===== src/rtl/id_ex_stage_if.sv =====
// ID->EX pipeline bus: decoded fields flowing out of ID and the registered
// copies presented to EX.
interface id_ex_stage_if #(
  parameter int XLEN = 32
);
  logic            id_valid;
  logic [XLEN-1:0] id_pc;
  logic [XLEN-1:0] id_imm;
  logic [3:0]      id_alu_op;
  logic [4:0]      id_rs1_id;
  logic [4:0]      id_rs2_id;
  logic            id_use_rs1;
  logic            id_use_rs2;
  logic [4:0]      id_rd_id;
  logic            id_rd_wr_en;
  logic            id_is_load;

  logic            ex_valid;
  logic [XLEN-1:0] ex_pc;
  logic [XLEN-1:0] ex_imm;
  logic [3:0]      ex_alu_op;
  logic [4:0]      ex_rd_id;
  logic            ex_rd_wr_en;
  logic            ex_is_load;
  logic [XLEN-1:0] ex_rs1_val;
  logic [XLEN-1:0] ex_rs2_val;

  modport master (
    output id_valid, id_pc, id_imm, id_alu_op, id_rs1_id, id_rs2_id,
           id_use_rs1, id_use_rs2, id_rd_id, id_rd_wr_en, id_is_load,
    input  ex_valid, ex_pc, ex_imm, ex_alu_op, ex_rd_id, ex_rd_wr_en,
           ex_is_load, ex_rs1_val, ex_rs2_val
  );

  modport slave (
    input  id_valid, id_pc, id_imm, id_alu_op, id_rs1_id, id_rs2_id,
           id_use_rs1, id_use_rs2, id_rd_id, id_rd_wr_en, id_is_load,
    output ex_valid, ex_pc, ex_imm, ex_alu_op, ex_rd_id, ex_rd_wr_en,
           ex_is_load, ex_rs1_val, ex_rs2_val
  );
endinterface


===== src/rtl/id_ex_stage.sv =====
// ID->EX pipeline register of the RV32I core: operand bypass at capture,
// load-use bubble insertion, branch flush and downstream hold.
module id_ex_stage #(
  parameter int XLEN  = 32,
  parameter int CNT_W = 16
) (
  input  logic              clk,
  input  logic              n_rst,
  id_ex_stage_if.slave      pipe,
  input  logic [XLEN-1:0]   rs1_data,
  input  logic [XLEN-1:0]   rs2_data,
  input  logic [XLEN-1:0]   ex_result,
  input  logic              mem_wr_en,
  input  logic [4:0]        mem_wr_id,
  input  logic [XLEN-1:0]   mem_wr_data,
  input  logic              flush,
  input  logic              hold,
  output logic              id_stall,
  output logic [CNT_W-1:0]  bubble_cnt
);

  typedef struct packed {
    logic            valid;
    logic [XLEN-1:0] pc;
    logic [XLEN-1:0] imm;
    logic [3:0]      alu_op;
    logic [4:0]      rd_id;
    logic            rd_wr_en;
    logic            is_load;
    logic [XLEN-1:0] rs1_val;
    logic [XLEN-1:0] rs2_val;
  } ex_reg_t;

  ex_reg_t           ex_q, ex_d;
  logic [CNT_W-1:0]  bubble_cnt_q, bubble_cnt_d;
  logic              ex_fwd_en;
  logic              load_use;
  logic [XLEN-1:0]   rs1_sel, rs2_sel;

  // A load's result is not ready in EX, and a bubble must never forward.
  assign ex_fwd_en = ex_q.valid & ex_q.rd_wr_en & ~ex_q.is_load;

  function automatic logic [XLEN-1:0] sel_operand(
    input logic [4:0]      s_id,
    input logic [XLEN-1:0] rf_data,
    input logic            ex_en,
    input logic [4:0]      ex_rd,
    input logic [XLEN-1:0] ex_data,
    input logic            mem_en,
    input logic [4:0]      mem_rd,
    input logic [XLEN-1:0] mem_data
  );
    if (s_id == 5'd0)                  return '0;
    else if (ex_en && ex_rd == s_id)   return ex_data;
    else if (mem_en && mem_rd == s_id) return mem_data;
    else                               return rf_data;
  endfunction

  assign rs1_sel = sel_operand(pipe.id_rs1_id, rs1_data, ex_fwd_en, ex_q.rd_id,
                               ex_result, mem_wr_en, mem_wr_id, mem_wr_data);
  assign rs2_sel = sel_operand(pipe.id_rs2_id, rs2_data, ex_fwd_en, ex_q.rd_id,
                               ex_result, mem_wr_en, mem_wr_id, mem_wr_data);

  assign load_use = pipe.id_valid & ex_q.valid & ex_q.is_load & (ex_q.rd_id != 5'd0) &
                    ((pipe.id_use_rs1 & (pipe.id_rs1_id == ex_q.rd_id)) |
                     (pipe.id_use_rs2 & (pipe.id_rs2_id == ex_q.rd_id)));

  assign id_stall = hold | (load_use & ~flush);

  always_comb begin
    // NOTE: every variable gets a default first so no path can infer a latch.
    ex_d         = ex_q;
    bubble_cnt_d = bubble_cnt_q;
    if (hold) begin
      ex_d = ex_q;
    end else if (flush || load_use) begin
      ex_d.valid    = 1'b0;
      ex_d.rd_wr_en = 1'b0;
      ex_d.is_load  = 1'b0;
      if (!flush && bubble_cnt_q != {CNT_W{1'b1}})
        bubble_cnt_d = bubble_cnt_q + 1'b1;
    end else begin
      ex_d.valid    = pipe.id_valid;
      ex_d.pc       = pipe.id_pc;
      ex_d.imm      = pipe.id_imm;
      ex_d.alu_op   = pipe.id_alu_op;
      ex_d.rd_id    = pipe.id_rd_id;
      ex_d.rd_wr_en = pipe.id_valid & pipe.id_rd_wr_en;
      ex_d.is_load  = pipe.id_valid & pipe.id_is_load;
      ex_d.rs1_val  = rs1_sel;
      ex_d.rs2_val  = rs2_sel;
    end
  end

  always_ff @(posedge clk or negedge n_rst) begin
    // NOTE: state uses non-blocking assignments so every flop samples pre-edge values.
    if (!n_rst) begin
      ex_q         <= '0;
      bubble_cnt_q <= '0;
    end else begin
      ex_q         <= ex_d;
      bubble_cnt_q <= bubble_cnt_d;
    end
  end

  assign pipe.ex_valid    = ex_q.valid;
  assign pipe.ex_pc       = ex_q.pc;
  assign pipe.ex_imm      = ex_q.imm;
  assign pipe.ex_alu_op   = ex_q.alu_op;
  assign pipe.ex_rd_id    = ex_q.rd_id;
  assign pipe.ex_rd_wr_en = ex_q.rd_wr_en;
  assign pipe.ex_is_load  = ex_q.is_load;
  assign pipe.ex_rs1_val  = ex_q.rs1_val;
  assign pipe.ex_rs2_val  = ex_q.rs2_val;
  assign bubble_cnt       = bubble_cnt_q;

endmodule


===== src/flat_wrapper.sv =====
// flat-port wrapper written by rule: the top's interface ports become plain ports
module id_ex_stage_flat 
#(
  parameter int XLEN  = 32,
  parameter int CNT_W = 16
)
  (clk, n_rst, rs1_data, rs2_data, ex_result, mem_wr_en, mem_wr_id, mem_wr_data, flush, hold, id_stall, bubble_cnt, pipe_id_valid, pipe_id_pc, pipe_id_imm, pipe_id_alu_op, pipe_id_rs1_id, pipe_id_rs2_id, pipe_id_use_rs1, pipe_id_use_rs2, pipe_id_rd_id, pipe_id_rd_wr_en, pipe_id_is_load, pipe_ex_valid, pipe_ex_pc, pipe_ex_imm, pipe_ex_alu_op, pipe_ex_rd_id, pipe_ex_rd_wr_en, pipe_ex_is_load, pipe_ex_rs1_val, pipe_ex_rs2_val);
  id_ex_stage_if #(.XLEN(XLEN)) pipe_i ();
  input  logic clk;
  input  logic n_rst;
  input  logic [XLEN-1:0] rs1_data;
  input  logic [XLEN-1:0] rs2_data;
  input  logic [XLEN-1:0] ex_result;
  input  logic mem_wr_en;
  input  logic [4:0] mem_wr_id;
  input  logic [XLEN-1:0] mem_wr_data;
  input  logic flush;
  input  logic hold;
  output logic id_stall;
  output logic [CNT_W-1:0] bubble_cnt;
  input wire logic [$bits(pipe_i.id_valid)-1:0] pipe_id_valid;
  input wire logic [$bits(pipe_i.id_pc)-1:0] pipe_id_pc;
  input wire logic [$bits(pipe_i.id_imm)-1:0] pipe_id_imm;
  input wire logic [$bits(pipe_i.id_alu_op)-1:0] pipe_id_alu_op;
  input wire logic [$bits(pipe_i.id_rs1_id)-1:0] pipe_id_rs1_id;
  input wire logic [$bits(pipe_i.id_rs2_id)-1:0] pipe_id_rs2_id;
  input wire logic [$bits(pipe_i.id_use_rs1)-1:0] pipe_id_use_rs1;
  input wire logic [$bits(pipe_i.id_use_rs2)-1:0] pipe_id_use_rs2;
  input wire logic [$bits(pipe_i.id_rd_id)-1:0] pipe_id_rd_id;
  input wire logic [$bits(pipe_i.id_rd_wr_en)-1:0] pipe_id_rd_wr_en;
  input wire logic [$bits(pipe_i.id_is_load)-1:0] pipe_id_is_load;
  output wire logic [$bits(pipe_i.ex_valid)-1:0] pipe_ex_valid;
  output wire logic [$bits(pipe_i.ex_pc)-1:0] pipe_ex_pc;
  output wire logic [$bits(pipe_i.ex_imm)-1:0] pipe_ex_imm;
  output wire logic [$bits(pipe_i.ex_alu_op)-1:0] pipe_ex_alu_op;
  output wire logic [$bits(pipe_i.ex_rd_id)-1:0] pipe_ex_rd_id;
  output wire logic [$bits(pipe_i.ex_rd_wr_en)-1:0] pipe_ex_rd_wr_en;
  output wire logic [$bits(pipe_i.ex_is_load)-1:0] pipe_ex_is_load;
  output wire logic [$bits(pipe_i.ex_rs1_val)-1:0] pipe_ex_rs1_val;
  output wire logic [$bits(pipe_i.ex_rs2_val)-1:0] pipe_ex_rs2_val;
  assign pipe_i.id_valid = pipe_id_valid;
  assign pipe_i.id_pc = pipe_id_pc;
  assign pipe_i.id_imm = pipe_id_imm;
  assign pipe_i.id_alu_op = pipe_id_alu_op;
  assign pipe_i.id_rs1_id = pipe_id_rs1_id;
  assign pipe_i.id_rs2_id = pipe_id_rs2_id;
  assign pipe_i.id_use_rs1 = pipe_id_use_rs1;
  assign pipe_i.id_use_rs2 = pipe_id_use_rs2;
  assign pipe_i.id_rd_id = pipe_id_rd_id;
  assign pipe_i.id_rd_wr_en = pipe_id_rd_wr_en;
  assign pipe_i.id_is_load = pipe_id_is_load;
  assign pipe_ex_valid = pipe_i.ex_valid;
  assign pipe_ex_pc = pipe_i.ex_pc;
  assign pipe_ex_imm = pipe_i.ex_imm;
  assign pipe_ex_alu_op = pipe_i.ex_alu_op;
  assign pipe_ex_rd_id = pipe_i.ex_rd_id;
  assign pipe_ex_rd_wr_en = pipe_i.ex_rd_wr_en;
  assign pipe_ex_is_load = pipe_i.ex_is_load;
  assign pipe_ex_rs1_val = pipe_i.ex_rs1_val;
  assign pipe_ex_rs2_val = pipe_i.ex_rs2_val;
  id_ex_stage #(.XLEN(XLEN), .CNT_W(CNT_W)) u_core (.clk(clk), .n_rst(n_rst), .pipe(pipe_i), .rs1_data(rs1_data), .rs2_data(rs2_data), .ex_result(ex_result), .mem_wr_en(mem_wr_en), .mem_wr_id(mem_wr_id), .mem_wr_data(mem_wr_data), .flush(flush), .hold(hold), .id_stall(id_stall), .bubble_cnt(bubble_cnt));
endmodule

===== config.mk =====
export PLATFORM = sky130hd
export DESIGN_NAME = id_ex_stage_flat
export DESIGN_NICKNAME = d
export VERILOG_FILES = /design/src/rtl/id_ex_stage_if.sv /design/src/rtl/id_ex_stage.sv /design/src/flat_wrapper.sv
export SDC_FILE = /design/constraint.sdc
export NUM_CORES = 1
export LEC_CHECK = 0
export ABC_AREA = 1
export CORE_AREA = 3 3 150 152
export DETAILED_ROUTE_END_ITERATION = 8
export DIE_AREA = 0 0 153 155
export PLACE_DENSITY = 0.82
export SLEW_MARGIN = 40
export SYNTH_ARGS = -nofsm -noshare
export SYNTH_HDL_FRONTEND = slang
export SYNTH_SLANG_ARGS = --single-unit
export TNS_END_PERCENT = 5

===== constraint.sdc =====
create_clock -name clk -period 2.3 [get_ports clk]
set_clock_uncertainty 0.2 [all_clocks]
set_input_delay 0.23 -clock clk [delete_from_list [all_inputs] [get_ports clk]]
set_output_delay 0.23 -clock clk [all_outputs]
set_load 0.01 [all_outputs]

==> impl_metrics.ini <==
[run_status]
status = complete, no violations

[worst_setup_path]
slowest_delay_ns = 0.43
path_delay_family = simple AND/OR/NAND/NOR gates
worstSetupPathType = reg -> out
r2r_setup_slack_ns = 0.17
r2r_end = u_core.pipe.ex_pc[14]$_DFFE_PN0P_
worst_path_max_delay_cell = dfrtp_1
worstReg2RegStart = u_core.pipe.ex_rd_id[2]$_DFFE_PN0P_
r2r.worst_path.cells = 10
crit_start = u_core.pipe.ex_rd_id[4]$_DFFE_PN0P_
crit_required_ns = 1.87
cp_cell_sequence = xor2_1 -> nor2_1 -> nand4_1 -> nand2_2 -> nand2_2 -> o21bai_1 -> buf_2
critPathBufInv = 1
crit_fanout = 3
crit_cells = 7
worstSetupEndpointType = output pin
start_kind = flip-flop
crit_top_cell = nand2_2
crit_arrival_ns = 1.78
endpoint = id_stall

[flow_run]
max_cap_viol_count = 0

[cts]
cts_htree_levels = 4
clk_pin_slew_ns = 0.07
cts_tree = built
worstSkewPairLatency_ns = 0.43
clock_path_buffers = 2
cts_buffers = 17
cts_root_buffer = clkbuf_16
clock-sinks = 156

[global_route]
grtUsageTotal_pct = 28.6
grt_max_degree = 72
antenna_found_initial = 4
grt_pass1_vias = 10207
grt_pass1_wl_um = 54900
grt_overflow = 0

[power]
seqPwrFrac_pct = 38.2
powerDensity_nw_per_um2 = 624
combinationalPowerShare_pct = 27.3
total_power_mw = 8.54
power_leakage_nw = 6.28
pwr-share-clk_pct = 34.5
peakVddDrop_mv = 0.461
switchingPower_mw = 2.60
internal_power_mw = 5.94
p_sw_share_pct = 30.4

[placement]
placed_cells = 1777
place_area_um2 = 13000
dp_hpwl_um = 24500
io_buffer_count = 382
gp_congestion = 0.968

[timing]
drv_slew = 0
hold_viol = 0
rsz0062_at_grt = yes
tightest_slew_ns = 0.541
setup_violations = 0
clock.fmax_ghz = 0.452
post-route-period-util_pct = 96.2
max-slew-margin-rel_pct = 63.7
period_minus_slack_ns = 2.21

[detailed_routing]
met1Wirelength_um = 12500
wl_per_cell_um = 19.0
avgViaCountPerCell = 5.59
wirelength_um = 34500
ant_nets = 0
drtIter0Drc = 986
drt_pre_antenna_iters = 7
route.detailed.drc = 0
wl_met3_um = 4060
wl_met2_um = 16200
vias = 10148
dr.max_layer_used = met5

[synthesis]
synth_compound_area_share_pct = 4.80
ys_types = 24
yosysWarningCount = 0
avgSynthCellArea_um2 = 7.36
synth_fa_ha_area_share_pct = 0.146
synthMuxAreaShare_pct = 0
synthSimpleGateAreaFrac_pct = 39.6
synth_xor_area_share_pct = 2.05
synthesis.area_um2 = 8550
synth_top_family_by_area = simple AND/OR/NAND/NOR gates
synthCells = 1161
yosys_register_bits = 156
syn-num-nets = 1388
synth-seq-area-share_pct = 45.7

[cells_and_area]
fin_nets = 1752
area_growth_pct = 59.9
layout-drive-gt1-share_pct = 7.16
final_util_pct = 64.6
regArea_um2 = 3910
postLayoutCellArea_um2 = 13700
fill_cells = 1742
multi_input_area_um2 = 4050
final_cells = 1814

[die]
core_area_um2 = 21200
boundaryPins = 383
fp.dieH_um = 155
die-area_um2 = 23700
initial_core_util_pct = 40.4
rows = 53
die_w_um = 153

[min_path]
min_path_type = in -> async
flip-flops by register name, indices dropped and copies added, names as in the netlist:
register                 cells
u_core.pipe.ex_rd_id         5
u_core.pipe.ex_is_load       1
u_core.pipe.ex_rs1_val      32
u_core.pipe.ex_pc           32
u_core.pipe.ex_alu_op        4
u_core.pipe.ex_rd_wr_en      1
u_core.pipe.ex_valid         1
u_core.pipe.ex_rs2_val      32
u_core.pipe.ex_imm          32
u_core.bubble_cnt           16
worst min path at each step:
| stage | startpoint | endpoint | slack (ns) | depth (start not counted) |
|---|---|---|---|---|
| after global routing | pipe_id_imm[12] | u_core.pipe.ex_imm[12]$_DFFE_PN0P_ | 0.15 | 3 |
| final | n_rst | u_core.pipe.ex_rs2_val[5]$_DFFE_PN0P_ | 0.13 | 2 |
| after global placement | n_rst | u_core.pipe.ex_rs2_val[5]$_DFFE_PN0P_ | 0.01 | 1 |
| after floorplan | n_rst | u_core.bubble_cnt[0]$_DFFE_PN0P_ | -0.27 | 0 |
| after CTS | n_rst | u_core.pipe.ex_rs2_val[5]$_DFFE_PN0P_ | 0.12 | 2 |
| after detailed placement | n_rst | u_core.pipe.ex_rs2_val[5]$_DFFE_PN0P_ | 0.01 | 1 |
power by group through the flow:
| stage | registers (mW) | logic, mW | clock network [mW] |
|---|---|---|---|
| 2_1_floorplan | 3.43 | 0.643 | 0 |
| 3_3_place_gp | 3.30 | 2.28 | 0 |
| 3_5_place_dp | 3.30 | 2.30 | 0 |
| 4_1_cts | 3.26 | 2.33 | 2.98 |
| 5_1_grt | 3.30 | 2.51 | 3.09 |
| 6_report | 3.26 | 2.33 | 2.94 |
kinds of logic after synthesis:
family,Yosys count
xor gates and xnor gates,20
adders and majority gates,1
and+or+nand+nor,742
DFF,156
buffers and inverters,161
AOI/OAI and AO/OA,81
synth_stat cells:
library cell  number  share of area [%]
and2_1             1              0.073
buf_1              1              0.044
buf_2              5               0.29
buf_4             10               0.88
buf_6              2               0.26
clkbuf_1          74                3.2
clkbuf_2           2               0.12
dfrtp_1          156                 46
ha_1               1               0.15
inv_1             66                2.9
inv_2              1              0.044
nand2_1          354                 16
nand2_2            2               0.15
nand3_1          249                 15
nand4_1          105                7.7
nor2_1            24                1.1
nor2_4             1               0.13
nor3_1             6               0.35
o21a_1             1              0.088
o21ai_0           75                4.4
o21ai_1            4               0.23
o21bai_1           1              0.088
xnor2_1           11                1.1
xor2_1             9               0.92
through the flow:
step,setup TNS [ns],setup slack (ns),hold WS [ns]
4_1_cts,0,0.0593,0.121
5_1_grt,-0.0335,-0.0277,0.155
3_3_place_gp,-4.98,-0.183,0.0129
6_report,0,0.0876,0.133
3_5_place_dp,-17.24,-0.282,0.0123
2_1_floorplan,0,0.379,-0.266
placed cells by master (no fill, tap or decap), types with 2 or more instances in the layout:
| master | netlist | routed |
|---|---|---|
| inv_6 | 0 | 6 |
| bufinv_16 | 0 | 2 |
| clkbuf_16 | 0 | 17 |
| nor3_1 | 6 | 5 |
| dfrtp_2 | 0 | 2 |
| diode_2 | 0 | 2 |
| nand2_2 | 2 | 2 |
| o21ai_0 | 75 | 67 |
| buf_12 | 0 | 21 |
| xnor2_1 | 11 | 11 |
| nand4_1 | 105 | 105 |
| dfrtp_1 | 156 | 154 |
| buf_4 | 10 | 35 |
| inv_1 | 66 | 64 |
| xor2_1 | 9 | 9 |
| nand2_1 | 354 | 353 |
| nor2_1 | 24 | 13 |
| nor2_4 | 1 | 5 |
| nand3_1 | 249 | 249 |
| inv_8 | 0 | 2 |
| o21ai_1 | 4 | 12 |
| inv_2 | 1 | 3 |
| clkdlybuf4s50_1 | 0 | 380 |
| clkinvlp_4 | 0 | 2 |
| nor2_2 | 0 | 7 |
metal layers:
metal | track usage [%] | vias to the layer above
li1 | - | 4635
met1 | 34.1 | 4685
met2 | 47.4 | 690
met3 | 9.12 | 134
met4 | 13.0 | 4
met5 | 0 | -
repair_timing:
item | 4_1_cts | 5_1_grt
pin swaps | 2 | 4
buffers inserted | 3 | 0
hold buffers | 1 | 0
endpoints found under the hold margin | 129 | 0
gates cloned | 0 | 0
resized for setup | 7 | 13
endpoints found under the setup margin | 1 | 119
final cells by class:
class	count	area share, %
Timing Repair Buffer	439	33.0
Multi-Input combinational cell	844	29.6
Sequential cell	156	28.6
Clock buffer	17	3.11
Tap cell	275	2.52
Inverter	67	1.84
Clock inverter	14	1.28
Antenna cell	2	0.0366
worst register-to-register path, delay by kind of cell, from the launching register on:
kind / cells / cell delay [ns]
DFF: 1 / 0.44
and+or+nand+nor: 6 / 0.75
buffers and inverters: 4 / 0.69
Power figures use the tool's default switching activity.
==> RTL change 1: new RTL, same settings <==
Make the reset (`n_rst`) synchronous in one clocked block.
--- a/src/rtl/id_ex_stage.sv
+++ b/src/rtl/id_ex_stage.sv
@@ -92,7 +92,7 @@
     end
   end
 
-  always_ff @(posedge clk or negedge n_rst) begin
+  always_ff @(posedge clk) begin
     // NOTE: state uses non-blocking assignments so every flop samples pre-edge values.
     if (!n_rst) begin
       ex_q         <= '0;
Check against the original RTL: differs if n_rst is asserted again (counterexample within 4 cycles, from zero or initial values and one cycle with n_rst low); with n_rst held inactive, the same outputs for 4 cycles.
==> RTL change 1 against the unedited design <==
  * Setup slack gained 34 ps
  * Die area did not move
  * Largest power group is now the clock network
  * Register-to-register slack lost 30 ps
  * Design area increased by 0.72%
  * Critical path type unchanged
  * Via count increased by 7.6%
  * Sequential cell count is the same
  * Critical endpoint unchanged
  * Non-clock buffer count rose by 14
  * Synthesized area is 1.1% higher
  * Routed wire length grew 7.9%
  * Power down 10%
  * Utilization up 0.47 points
==> RTL change 1: results (changes against the unedited design) <==
INFO  metric outcome = finished clean
INFO  metric synth-main-ff-cell = sky130_fd_sc_hd__dfxtp_1
INFO  metric p_sw_share = 28.0% (-2.4 points)
INFO  metric placement.setup.worst_slack = -309 ps (-26.6 ps)
INFO  metric timing.slew.headroom = 74.9% (+11 points)
INFO  metric synth.top_cells.by_area = sky130_fd_sc_hd__dfxtp_1, sky130_fd_sc_hd__nor2_1, sky130_fd_sc_hd__nand3_1
INFO  metric rrSetupSlack = 140 ps (-30 ps)
INFO  metric grt_use_total = 29.9% (+1.3 points)
INFO  metric routed-wl-met3 = 3.37 mm (-17%)
INFO  metric critPathLaunch = u_core.pipe.ex_rd_id[2]
INFO  metric crit_slowest_cell = sky130_fd_sc_hd__dfxtp_4
INFO  metric power.density_cell_area = 557 nW/um2 (-11%)
INFO  metric nNetsFinal = 1913 (+9.2%)
INFO  metric timing.critical_path.slowest_cell_delay = 370 ps (-60 ps)
INFO  metric drive_above_1_share = 8.60% (+1.4 points)
INFO  metric p_leak = 5.67 nW (-9.8%)
INFO  metric number_of_global_route_vias_before_repair = 10400 (+1.9%)
INFO  metric pg_comb = 1.71 mW (-27%)
INFO  metric ir_drop = 0.420 mV (-8.9%)
INFO  metric wl_met1 = 14.0 mm (+12%)
INFO  metric postPlaceCellArea = 13100 um2 (+0.63%)
INFO  metric synthesis.nets = 1545 (+11%)
INFO  metric met2_length = 18.1 mm (+12%)
INFO  metric crit_fanout = 4 (+1)
INFO  metric reg2regPathDepth = 12 (+2)
[RTL change 1: cell count changes after synthesis, moves of 35 or more]
| cell | before | now |
|---|---|---|
| sky130_fd_sc_hd__nor2_1 | 24 | 383 |
| sky130_fd_sc_hd__dfrtp_1 | 156 | 0 |
| sky130_fd_sc_hd__a21boi_0 | 0 | 47 |
| sky130_fd_sc_hd__nand3_1 | 249 | 210 |
| sky130_fd_sc_hd__o21ai_1 | 4 | 39 |
| sky130_fd_sc_hd__nand2_1 | 354 | 139 |
| sky130_fd_sc_hd__dfxtp_1 | 0 | 156 |
[RTL change 1: final cells by class]
cell class | count | area [um2]
Antenna cell | 6 | 15.0
Inverter | 66 | 248
Tap cell | 275 | 344
Sequential cell | 156 | 3130
Clock inverter | 13 | 180
Multi-Input combinational cell | 992 | 4760
Fill cell | 1819 | 7390
Clock buffer | 18 | 439
Timing Repair Buffer | 453 | 4650
[RTL change 1: how the worst min path moves through the flow]
| stage | start | to | slack (ps) | cells after the start |
|---|---|---|---|---|
| after CTS | n_rst | u_core.bubble_cnt[13] | 100 | 4 |
| after global placement | u_core.pipe.ex_imm[0] | u_core.pipe.ex_imm[0] | 260 | 2 |
| after floorplan | hold | u_core.pipe.ex_is_load | 170 | 2 |
| final | n_rst | u_core.bubble_cnt[3] | 100 | 4 |
| after global routing | n_rst | u_core.bubble_cnt[3] | 110 | 4 |
| after detailed placement | u_core.pipe.ex_imm[19] | u_core.pipe.ex_imm[19] | 270 | 2 |
[RTL change 1: logic make-up after synthesis]
| group | share of synthesized area, % |
|---|---|
| adder cells (fa/ha/maj) | 0.145 |
| AO/OA/AOI/OAI | 11.3 |
| buffers and inverters | 9.84 |
| XOR/XNOR | 1.01 |
| AND/OR/NAND/NOR | 41.5 |
| flip-flops | 36.1 |
==> RTL change 2: new RTL, same flow settings <==
Without the edit above. `CNT_W` is set to 16 in 2 places; all go to 14.
--- a/src/rtl/id_ex_stage.sv
+++ b/src/rtl/id_ex_stage.sv
@@ -2,7 +2,7 @@
 // load-use bubble insertion, branch flush and downstream hold.
 module id_ex_stage #(
   parameter int XLEN  = 32,
-  parameter int CNT_W = 16
+  parameter int CNT_W = 14
 ) (
   input  logic              clk,
   input  logic              n_rst,
--- a/src/flat_wrapper.sv
+++ b/src/flat_wrapper.sv
@@ -2,7 +2,7 @@
 module id_ex_stage_flat 
 #(
   parameter int XLEN  = 32,
-  parameter int CNT_W = 16
+  parameter int CNT_W = 14
 )
   (clk, n_rst, rs1_data, rs2_data, ex_result, mem_wr_en, mem_wr_id, mem_wr_data, flush, hold, id_stall, bubble_cnt, pipe_id_valid, pipe_id_pc, pipe_id_imm, pipe_id_alu_op, pipe_id_rs1_id, pipe_id_rs2_id, pipe_id_use_rs1, pipe_id_use_rs2, pipe_id_rd_id, pipe_id_rd_wr_en, pipe_id_is_load, pipe_ex_valid, pipe_ex_pc, pipe_ex_imm, pipe_ex_alu_op, pipe_ex_rd_id, pipe_ex_rd_wr_en, pipe_ex_is_load, pipe_ex_rs1_val, pipe_ex_rs2_val);
   id_ex_stage_if #(.XLEN(XLEN)) pipe_i ();
Interface: changed (resized bubble_cnt); port bits go from 383 to 381. The function was not compared with the original's and may differ.
==> RTL change 2 against the unedited design <==
  * Worst hold slack improved by 13 ps
  * Design area decreased by 0.72%
  * Sequential cell count decreased by 2
  * Synthesized area decreased by 2.2%
  * Routed wire length increased by 1.7%
  * Non-clock buffer count increased by 18
  * Power decreased by 0.47%
  * Setup slack improved by 19 ps
  * Via count decreased by 2.2%
==> RTL change 2: results (changes against the unedited design) <==
INFO  metric synthesis.nets = 1363 (-1.8%)
INFO  metric outcome = finished clean
INFO  metric arrival = 1760 ps (-20 ps)
INFO  metric viasPerCell = 5.46 (-2.3%)
INFO  metric inverters_excl_clock = 66 (-1.5%)
INFO  metric met3_usage = 8.48% (-0.64 points)
INFO  metric gr-usage-met1 = 34.6% (+0.56 points)
INFO  metric multi_input_area_share = 29.2% (-0.44 points)
INFO  metric sequential_fraction_of_total_cell_area = 28.4% (-0.14 points)
INFO  metric power.density_cell_area = 626 nW/um2 (+0.26%)
INFO  metric synthesis.area_per_instance = 7.36 um2 (about the same)
INFO  metric p_leak = 6.38 nW (+1.7%)
INFO  metric timing.rr.end = u_core.bubble_cnt[5]
INFO  metric post_synth_num_cell_types = 28 (+17%)
INFO  metric crit-reg2reg-launch = u_core.bubble_cnt[0]
INFO  metric synth-adder-area-share = 0.150% (+0.0032 points)
INFO  metric synth.top_cells.by_area = sky130_fd_sc_hd__dfrtp_1, sky130_fd_sc_hd__nand2_1, sky130_fd_sc_hd__nand3_1
INFO  metric postPlaceCellArea = 12900 um2 (-1.0%)
INFO  metric grt_use_total = 28.6% (+0.054 points)
INFO  metric layout.non_clock_buffers = 457 (+4.1%)
INFO  metric first_iter_violations = 867 (-12%)
INFO  metric worst-slew-pin-transition = 614 ps (+73.0 ps)
INFO  metric grt_util_met2 = 48.5% (+1.0 points)
INFO  metric buffer_ports.inserted = 380 (-0.52%)
INFO  metric nNetsFinal = 1755 (+0.17%)
INFO  metric crit_fanout = 5 (+2)
INFO  metric ctsResizeCount = 9 (+2)
INFO  metric synthXorXnorAreaFrac = 0.942% (-1.1 points)
INFO  metric holdCritPathClass = in2reg
INFO  metric bufAreaShareNonClock = 33.5% (+0.46 points)
INFO  metric synth-seq-cells = 154 (-1.3%)
INFO  metric synth_seq_area_share = 46.1% (+0.41 points)
INFO  metric clock_network_area_share = 4.47% (+0.078 points)
INFO  metric power.share.clock = 34.6% (about the same)
INFO  metric critPathLaunch = u_core.pipe.ex_rd_id[2]
INFO  metric power_report.internal_total = 5.84 mW (-1.8%)
INFO  metric post-route-worst-setup-slack = 107 ps (+19.1 ps)
INFO  metric synth.top_cells.by_count = sky130_fd_sc_hd__nand2_1, sky130_fd_sc_hd__nand3_1, sky130_fd_sc_hd__dfrtp_1
==> RTL change 2: changes by cell type in the layout (fill, tap and decap cells not counted), moves of 8 or more <==
cell	change
sky130_fd_sc_hd__buf_4	+28
sky130_fd_sc_hd__buf_12	-8
sky130_fd_sc_hd__inv_1	-8
sky130_fd_sc_hd__o21ai_1	+51
sky130_fd_sc_hd__nand2_1	+25
sky130_fd_sc_hd__nor2_1	+11
sky130_fd_sc_hd__o21ai_0	-58
sky130_fd_sc_hd__nand3_1	-40
==> RTL change 2: worst min-delay path by stage <==
stage	from	endpoint	slack, ps	cells past startpoint
global placement	n_rst	u_core.pipe.ex_rs1_val[26]	70	1
global route	pipe_id_pc[10]	u_core.pipe.ex_pc[10]	150	3
finish	pipe_id_rd_wr_en	u_core.pipe.ex_rd_wr_en	150	3
detailed placement	n_rst	u_core.pipe.ex_rs1_val[26]	70	1
floorplan	n_rst	u_core.bubble_cnt[0]	-270	0
CTS	pipe_id_rd_wr_en	u_core.pipe.ex_rd_wr_en	130	3
